File: config.mk
export PLATFORM = sky130hd
export DESIGN_NAME = serial_chunk_subtractor
export DESIGN_NICKNAME = d
export VERILOG_FILES = /design/src/rtl/serial_chunk_subtractor.sv
export SDC_FILE = /design/constraint.sdc
export NUM_CORES = 1
export LEC_CHECK = 0
export CAP_MARGIN = 5
export CORE_MARGIN = 3
export CORE_UTILIZATION = 45
export CTS_CLUSTER_DIAMETER = 30
export CTS_CLUSTER_SIZE = 20
export DETAILED_ROUTE_END_ITERATION = 16
export GPL_TIMING_DRIVEN = 0
export HOLD_SLACK_MARGIN = 0.1
export PLACE_DENSITY_LB_ADDON = 0.1
export SKIP_CTS_REPAIR_TIMING = 1
export SYNTH_ARGS = -nofsm -noshare
export SYNTH_HDL_FRONTEND = slang
export SYNTH_SLANG_ARGS = --single-unit
File: constraint.sdc
create_clock -name clk -period 2.9 [get_ports clk]
set_input_delay 0.58 -clock clk [delete_from_list [all_inputs] [get_ports clk]]
set_output_delay 0.58 -clock clk [all_outputs]
set_load 0.02 [all_outputs]
File: src/rtl/serial_chunk_subtractor.sv
// Serial subtractor: diff = a - b - bin, CHUNK bits per clock (LSB chunk first), valid/ready both sides.
// Define SCS_SIGNED_OVF_EN to build the signed-overflow flag; otherwise ovf is tied low.
module serial_chunk_subtractor #(
  parameter int SIZE  = 16,
  parameter int CHUNK = 4
) (
  input  logic            clk,
  input  logic            rst,
  input  logic            in_valid,
  output logic            in_ready,
  input  logic [SIZE-1:0] a,
  input  logic [SIZE-1:0] b,
  input  logic            bin,
  output logic            out_valid,
  input  logic            out_ready,
  output logic [SIZE-1:0] diff,
  output logic            borrow_out,
  output logic            ovf
);

  localparam int NCH   = SIZE / CHUNK;
  localparam int CNT_W = (NCH > 1) ? $clog2(NCH) : 1;
  localparam logic [CNT_W-1:0] LAST = CNT_W'(NCH - 1);

  typedef enum logic [1:0] {S_IDLE, S_RUN, S_DONE} state_e;

  state_e           state_q;
  logic [SIZE-1:0]  a_q, b_q, diff_q;
  logic             borrow_q, borrow_out_q;
  logic             in_ready_q, out_valid_q;
  logic [CNT_W-1:0] cnt_q;

  logic [CHUNK-1:0] a_chunk, b_chunk, chunk_d;
  logic             bw_d;
  int               lo;

  // One CHUNK+1-bit subtract per cycle; the extra MSB is the chunk's borrow-out.
  always_comb begin
    lo      = int'(cnt_q) * CHUNK;
    a_chunk = a_q[lo +: CHUNK];
    b_chunk = b_q[lo +: CHUNK];
    {bw_d, chunk_d} = {1'b0, a_chunk} - {1'b0, b_chunk} - {{CHUNK{1'b0}}, borrow_q};
  end

  always_ff @(posedge clk or posedge rst) begin
    if (rst) begin
      state_q      <= S_IDLE;
      in_ready_q   <= 1'b1;
      out_valid_q  <= 1'b0;
      a_q          <= '0;
      b_q          <= '0;
      diff_q       <= '0;
      borrow_q     <= 1'b0;
      borrow_out_q <= 1'b0;
      cnt_q        <= '0;
    end else begin
      case (state_q)
        S_IDLE: begin
          if (in_valid) begin
            a_q          <= a;
            b_q          <= b;
            borrow_q     <= bin;
            diff_q       <= '0;
            borrow_out_q <= 1'b0;
            cnt_q        <= '0;
            in_ready_q   <= 1'b0;
            state_q      <= S_RUN;
          end
        end
        S_RUN: begin
          diff_q[lo +: CHUNK] <= chunk_d;
          borrow_q            <= bw_d;
          cnt_q               <= cnt_q + 1'b1;
          if (cnt_q == LAST) begin
            cnt_q        <= '0;
            borrow_out_q <= bw_d;
            out_valid_q  <= 1'b1;
            state_q      <= S_DONE;
          end
        end
        S_DONE: begin
          if (out_ready) begin
            out_valid_q <= 1'b0;
            in_ready_q  <= 1'b1;
            state_q     <= S_IDLE;
          end
        end
        default: state_q <= S_IDLE;
      endcase
    end
  end

`ifdef SCS_SIGNED_OVF_EN
  logic ovf_q;

  // Top result bit is the MSB of the final chunk, still combinational at the last RUN edge.
  always_ff @(posedge clk or posedge rst) begin
    if (rst) begin
      ovf_q <= 1'b0;
    end else if (state_q == S_IDLE && in_valid) begin
      ovf_q <= 1'b0;
    end else if (state_q == S_RUN && cnt_q == LAST) begin
      ovf_q <= (a_q[SIZE-1] != b_q[SIZE-1]) && (chunk_d[CHUNK-1] != a_q[SIZE-1]);
    end
  end

  assign ovf = ovf_q;
`else
  assign ovf = 1'b0;
`endif

  assign in_ready   = in_ready_q;
  assign out_valid  = out_valid_q;
  assign diff       = diff_q;
  assign borrow_out = borrow_out_q;

endmodule

==> metrics.yaml, run 1 <==
floorplan:
  chipWidth_um: 82.0
  coreArea_um2: 5540
  die_h_um: 82.0
  num_rows: 27
  pin_count: 57
  start_util_pct: 47.0
  dieArea_um2: 6730
synthesis:
  yosys-top-cells-area: "dfrtp_1, mux2_2, mux4_2, a22o_1, ha_1"
  synth_cells: 198
  synth_flop_cell: "dfrtp_1"
  syn-num-nets: 245
  synth-edff-count: 0
  synth.top_cell.area_share_pct: 52.9
  syn_area_um2: 2600
  async_flop_share_pct: 100
  ys_seq_elements: 56
  yosysTopAreaCell: "dfrtp_1"
  ys_seq_area_share_pct: 53.9
  synth_cell_type_count: 28
  ys.warnings.count: 0
  syn_avg_cell_area_um2: 13.1
outcome:
  status: "finished clean"
timing:
  max_clock_freq_mhz: 373
  slew_headroom_pct: 39.6
  drv_slew: 0
  post-route-period-util_pct: 92.5
  worstMarginPinSlew_ns: 0.893
  hold_viol_final: 0
  timing.hold.ws_ns: 0.500
  rsz0062_at_grt: "false"
  finalSetupViolations: 0
  layout_setup_ws_ns: 0.217
  clock_skew_ns: 0.00684
  min_period_ns: 2.68
setup_path:
  cp-end-kind: "flip-flop"
  critPathKind: "reg2reg"
  crit_family: "adder cells"
  cp-start-kind: "flip-flop"
  critPathSlowestCell: "mux4_2"
  crit_chain: "buf_6 > mux4_2 > inv_1 > fa_1 > inv_1 > fa_1 > nand2_1 > a21oi_1 > xnor2_1 > o21ai_0"
  path_buf_inv: 3
  worstPathRequired_ns: 3.08
  cp.arrival_ns: 2.86
  cp_max_fo: 10
  slowest_delay_ns: 0.53
placement:
  dp_hpwl_um: 4000
  port_buffers: 55
  gp_congestion: 0.837
  pre_cts_ws_ns: -0.0986
finish:
  drive_above_1_share_pct: 23.1
  syn2layout_area_growth_pct: 29.5
  regArea_um2: 1400
  mostFrequentLayoutCells: "clkdlybuf4s50_1, dfrtp_1, mux2_2, inv_1, nand2_1"
  final_common_cell: "clkdlybuf4s50_1"
  multi_input_area_um2: 1100
  final_nets: 311
  diodes: 0
  fillers: 477
cts:
  path_clk_slew_ns: 0.09
  htreeDepth: 2
  cts_max_path_buffers: 2
  clk_latency_ns: 0.30
  cts_tree: "built"
  cts_buffers: 5
  clock-sinks: 56
  root_buffer: "clkbuf_8"
global_routing:
  track_usage_pct: 17.4
  antenna_found_initial: 0
  grt_max_degree: 41
  grt-ovfl-total: 0
  grt_pass1_wl_um: 8830
  grt_pass1_vias: 1794
power_and_ir_drop:
  p_leak_nw: 1.47
  net-switching-power_mw: 1.61
  switching_share_pct: 40.0
  p_int_mw: 2.42
  vdd.ir_drop.worst_mv: 0.612
  p_per_area_nw_per_um2: 1200
  power_frac_clock_pct: 9.9
  comb_power_share_pct: 57.7
  seqPwrFrac_pct: 32.4
detailed_routing:
  vias: 1765
  drcViolationCount: 0
  dr_wl_met2_um: 2630
  wl_met1_um: 2290
  post_drt_via_cell_ratio: 5.25
  drtPass1Iterations: 4
  ant_nets: 0
  drt-initial-drc-count: 44
  route.detailed.wl_per_inst_um: 15.5
  highest_layer: "met4"
  wl_met3_um: 230
  wirelength_um: 5220
hold_path:
  min-delay-path-class: "reg2reg"
run:
  cap_violations: 0
-- flip-flops by register name, summed over array words and instances, names as in the netlist --
register,count
borrow_q,1
cnt_q,2
diff,16
out_valid,1
in_ready,1
b_q,16
state_q,2
a_q,16
borrow_out,1
-- through the flow --
| step | total power [mW] | instance area (µm²) | TNS (ns) | std cells | util [%] |
|---|---|---|---|---|---|
| 5_1_grt | 4.40 | 3370 | 0 | 336 | 60.8 |
| 3_3_place_gp | 3.60 | 3240 | -5.77 | 325 | 58.5 |
| 2_1_floorplan | 2.95 | 2600 | 0 | 198 | - |
| 4_1_cts | 4.04 | 3340 | -0.487 | 333 | 60.3 |
| 3_5_place_dp | 3.64 | 3260 | -0.264 | 326 | 58.9 |
| 6_report | 4.03 | 3370 | 0 | 336 | 60.8 |
-- cells by family (layout without fill, tap and decap cells) --
logic type	after synthesis	in the layout	synth area share [%]
compound gates	34	34	9.28
xor+xnor	4	4	1.35
fa+ha+maj	10	10	5.39
buf+inv	24	90	3.90
flops	56	56	53.9
mux	40	40	20.8
other cells	1	1	0.144
simple gates	29	29	5.24
-- worst register-to-register path, cell delays in order (launching register included) --
cell	delay, ns
dfrtp_2	0.44
buf_6	0.20
mux4_2	0.54
inv_1	0.09
fa_1	0.21
inv_1	0.07
fa_1	0.46
nand2_1	0.10
a21oi_1	0.07
xnor2_1	0.26
o21ai_0	0.13
-- layout make-up --
class                   instances  area share, %
flip-flops and latches         56           41.7
multi-input cells             118           32.6
repair buffers                 59           17.6
well taps                      72           2.67
clock buffers                   6           2.15
inverters                      16           1.78
plain buffers                   8           1.41
clock inverters                 1          0.149
-- cells in the mapped netlist, types with 2 or more instances --
cell type / instances
xnor2_1: 3
buf_2: 6
mux2_2: 32
nor2_1: 6
nand4_1: 2
nand2b_1: 3
mux4_2: 8
inv_1: 16
ha_1: 8
nand2_1: 14
fa_1: 2
a21oi_1: 6
a21o_1: 4
o31ai_1: 2
dfrtp_1: 55
o21ai_0: 7
a22o_1: 13
-- power groups by stage --
stage | Clock, mW | Sequential [mW] | Combinational, mW
2_1_floorplan | 0 | 1.36 | 1.58
4_1_cts | 0.415 | 1.31 | 2.31
6_report | 0.400 | 1.30 | 2.32
3_3_place_gp | 0 | 1.32 | 2.28
3_5_place_dp | 0 | 1.33 | 2.31
5_1_grt | 0.450 | 1.35 | 2.60
-- per-layer routing --
layer  up-vias  track usage (%)
li1        829                -
met1       880             22.4
met2        48             29.1
met3         8             4.17
met4         0             5.32
met5         -                0
-- final timing paths --
path	depth (start not counted)	startpoint	slack [ns]	endpoint
max in group asynchronous	3	rst	1.80	cnt_q[0]$_DFFE_PP0P_
hold reg to reg	2	borrow_out$_DFFE_PP0P_	0.50	borrow_out$_DFFE_PP0P_
setup reg to reg	10	cnt_q[0]$_DFFE_PP0P_	0.22	borrow_out$_DFFE_PP0P_
hold / removal	2	borrow_out$_DFFE_PP0P_	0.50	borrow_out$_DFFE_PP0P_
min in group asynchronous	2	rst	0.56	out_valid$_DFFE_PP0P_
setup / recovery	10	cnt_q[0]$_DFFE_PP0P_	0.22	borrow_out$_DFFE_PP0P_
Note: power is estimated with default switching activity, not from simulation.
==> run 2, diff against run 1 <==
- CORE_UTILIZATION: 45 -> 50
==> run 2 against run 1 <==
Against the previous run:
- final cell count fell by 2.1%
- sequential power barely moved
- first-iteration DRC count rose by 75%
- register-to-register slack barely moved
- clock power rose by 6.2%
- largest power group unchanged
- critical path type unchanged
- clock skew fell by 0.0012 ns
- die area fell by 9.3%
- design area fell by 0.48%
- largest cell class unchanged
==> metrics.yaml, run 2 (synthesis gave the netlist of run 1 again) <==
finish:
  drive_above_1_share_pct: 22.5  # -0.59 points
  final_nets: 308  # -0.96%
  diodes: 0  # unchanged
  final_util_pct: 68.7  # +7.9 points
  final_common_cell: "clkdlybuf4s50_1"
  mostFrequentLayoutCells: "clkdlybuf4s50_1, dfrtp_1, mux2_2, inv_1, nand2_1"
  layoutNonFillerInstCount: 329  # -2.1%
  syn2layout_area_growth_pct: 28.9
outcome:
  status: "finished clean"
run:
  cap_violations: 0  # unchanged
detailed_routing:
  drcViolationCount: 0  # unchanged
  ant_nets: 0  # unchanged
  wirelength_um: 5000  # -4.3%
  drtPass1Iterations: 4  # unchanged
  vias: 1712  # -3.0%
  post_drt_via_cell_ratio: 5.20  # -0.94%
  drt-initial-drc-count: 77  # +75%
  route.detailed.wl_per_inst_um: 15.2  # -2.3%
cts:
  path_clk_slew_ns: 0.09  # about the same
  cts_max_path_buffers: 2  # unchanged
  clock-sinks: 56  # unchanged
  htreeDepth: 2  # unchanged
  root_buffer: "clkbuf_8"
  clk_latency_ns: 0.30  # about the same
  cts_buffers: 5  # unchanged
  cts_tree: "built"
timing:
  max_clock_freq_mhz: 372  # about the same
  finalSetupViolations: 0  # unchanged
  clock_skew_ns: 0.00562  # -0.00122 ns
  rsz0062_at_grt: "false"
  post-route-period-util_pct: 92.6  # about the same
  drv_slew: 0  # unchanged
  finalSetupTns_ns: 0  # unchanged
  hold_viol_final: 0  # unchanged
  layout_setup_ws_ns: 0.215  # -0.00196 ns
  slew_headroom_pct: 50.7  # +11 points
  worstMarginPinSlew_ns: 0.730  # -0.163 ns
  min_period_ns: 2.69  # +0.00196 ns
global_routing:
  busiest_layer: "met2"
  antenna_found_initial: 0  # unchanged
  grt_pass1_vias: 1816  # +1.2%
  grt-ovfl-total: 0  # unchanged
  use_met1_pct: 23.2  # +0.80 points
  grt_pass1_wl_um: 8580  # -2.8%
  track_usage_pct: 18.2  # +0.76 points
  grt_use_met3_pct: 4.01  # -0.15 points
  grt_max_degree: 35  # -15%
  use_met2_pct: 31.1  # +2.0 points
placement:
  pre_cts_ws_ns: 0.0276  # +0.126 ns
  port_buffers: 55  # unchanged
  gp_congestion: 0.809  # -3.2%
  place_inst: 321  # -1.5%
  dp_hpwl_um: 3860  # -3.4%
setup_path:
  worstPathRequired_ns: 3.09  # about the same
  cp-start-kind: "flip-flop"
  cp-end-kind: "flip-flop"
  cp.arrival_ns: 2.87  # about the same
  rrSetupSlack_ns: 0.21  # about the same
  cp_max_fo: 10  # unchanged
  critPathKind: "reg2reg"
hold_path:
  min-delay-path-class: "reg2reg"
floorplan:
  start_util_pct: 53.3  # +6.4 points
  pin_count: 57  # unchanged
  die_h_um: 78.1  # -4.8%
  chipWidth_um: 78.1  # -4.8%
  num_rows: 25  # -7.4%
  dieArea_um2: 6100  # -9.3%
  coreArea_um2: 4880  # -12%
power_and_ir_drop:
  p_int_mw: 2.42  # +0.17%
  p_leak_nw: 1.46  # -0.88%
  p_total_mw: 4.01  # -0.33%
  vdd.ir_drop.worst_mv: 0.775  # +27%
  seqPwrFrac_pct: 32.7  # +0.3 points
  net-switching-power_mw: 1.59  # -1.1%
  power_frac_clock_pct: 10.6  # +0.7 points
  comb_power_share_pct: 56.7  # -1.0 points
  p_per_area_nw_per_um2: 1200  # +0.15%
  switching_share_pct: 39.7  # -0.30 points
[run 2: cell types whose count changed in the layout (fill, tap and decap cells not counted), sizes merged]
| cell | delta |
|---|---|
| clkbuf | +2 |
| buf | -4 |
| clkinvlp | +1 |
| clkinv | -1 |
[run 2: per-stage QoR]
| stage | hold WS [ns] | cell area (µm²) |
|---|---|---|
| floorplan | 0.461 | 2600 |
| global placement | 0.465 | 3240 |
| detailed placement | 0.476 | 3260 |
| CTS | 0.498 | 3350 |
| global route | 0.527 | 3350 |
| finish | 0.491 | 3350 |
[run 2: per-layer routing]
metal  wire length, µm  vias up
met5                 0        -
met4                66        0
met3               213        7
met2              2510       42
met1              2210      840
li1                  -      823
[run 2: final timing paths]
kind / startpoint / endpoint / cells after the start
min reg2reg: borrow_out$_DFFE_PP0P_ / borrow_out$_DFFE_PP0P_ / 2
min: borrow_out$_DFFE_PP0P_ / borrow_out$_DFFE_PP0P_ / 2
max reg2reg: cnt_q[0]$_DFFE_PP0P_ / borrow_out$_DFFE_PP0P_ / 10
max: cnt_q[0]$_DFFE_PP0P_ / borrow_out$_DFFE_PP0P_ / 10
max in group asynchronous: rst / cnt_q[0]$_DFFE_PP0P_ / 3
min in group asynchronous: rst / out_valid$_DFFE_PP0P_ / 2
[run 2: area by class of cell]
class / instances / area, µm²
buffer: 8 / 43.8
clock buffer: 7 / 86.3
clock inverter: 1 / 7.51
fill: 381 / 1530
inverter: 16 / 60.1
multi-input combinational: 118 / 1100
sequential: 56 / 1400
tap: 67 / 83.8
timing repair buffer: 56 / 571
[run 2: worst max-delay path, stage by stage (launching register included)]
cell and delay [ns]:
dfrtp_2 0.45, clkbuf_4 0.28, mux4_2 0.52, inv_1 0.09
fa_1 0.20, inv_1 0.06, fa_1 0.45, nand2_1 0.10
a21oi_1 0.08, xnor2_1 0.23, o21ai_0 0.12
[run 2: power by group through the flow]
stage               sequential [mW]  combinational [mW]  clock (mW)
floorplan                      1.36                1.58           0
global placement               1.31                2.27           0
detailed placement             1.34                2.29           0
CTS                            1.32                2.30       0.445
global route                   1.36                2.54       0.483
finish                         1.31                2.28       0.425
==> run 3, diff against run 2 <==
- HOLD_SLACK_MARGIN: 0.1 -> 0.12
==> results of run 3 <==
No change in the layout: final DEF, timing and power equal those of run 2.
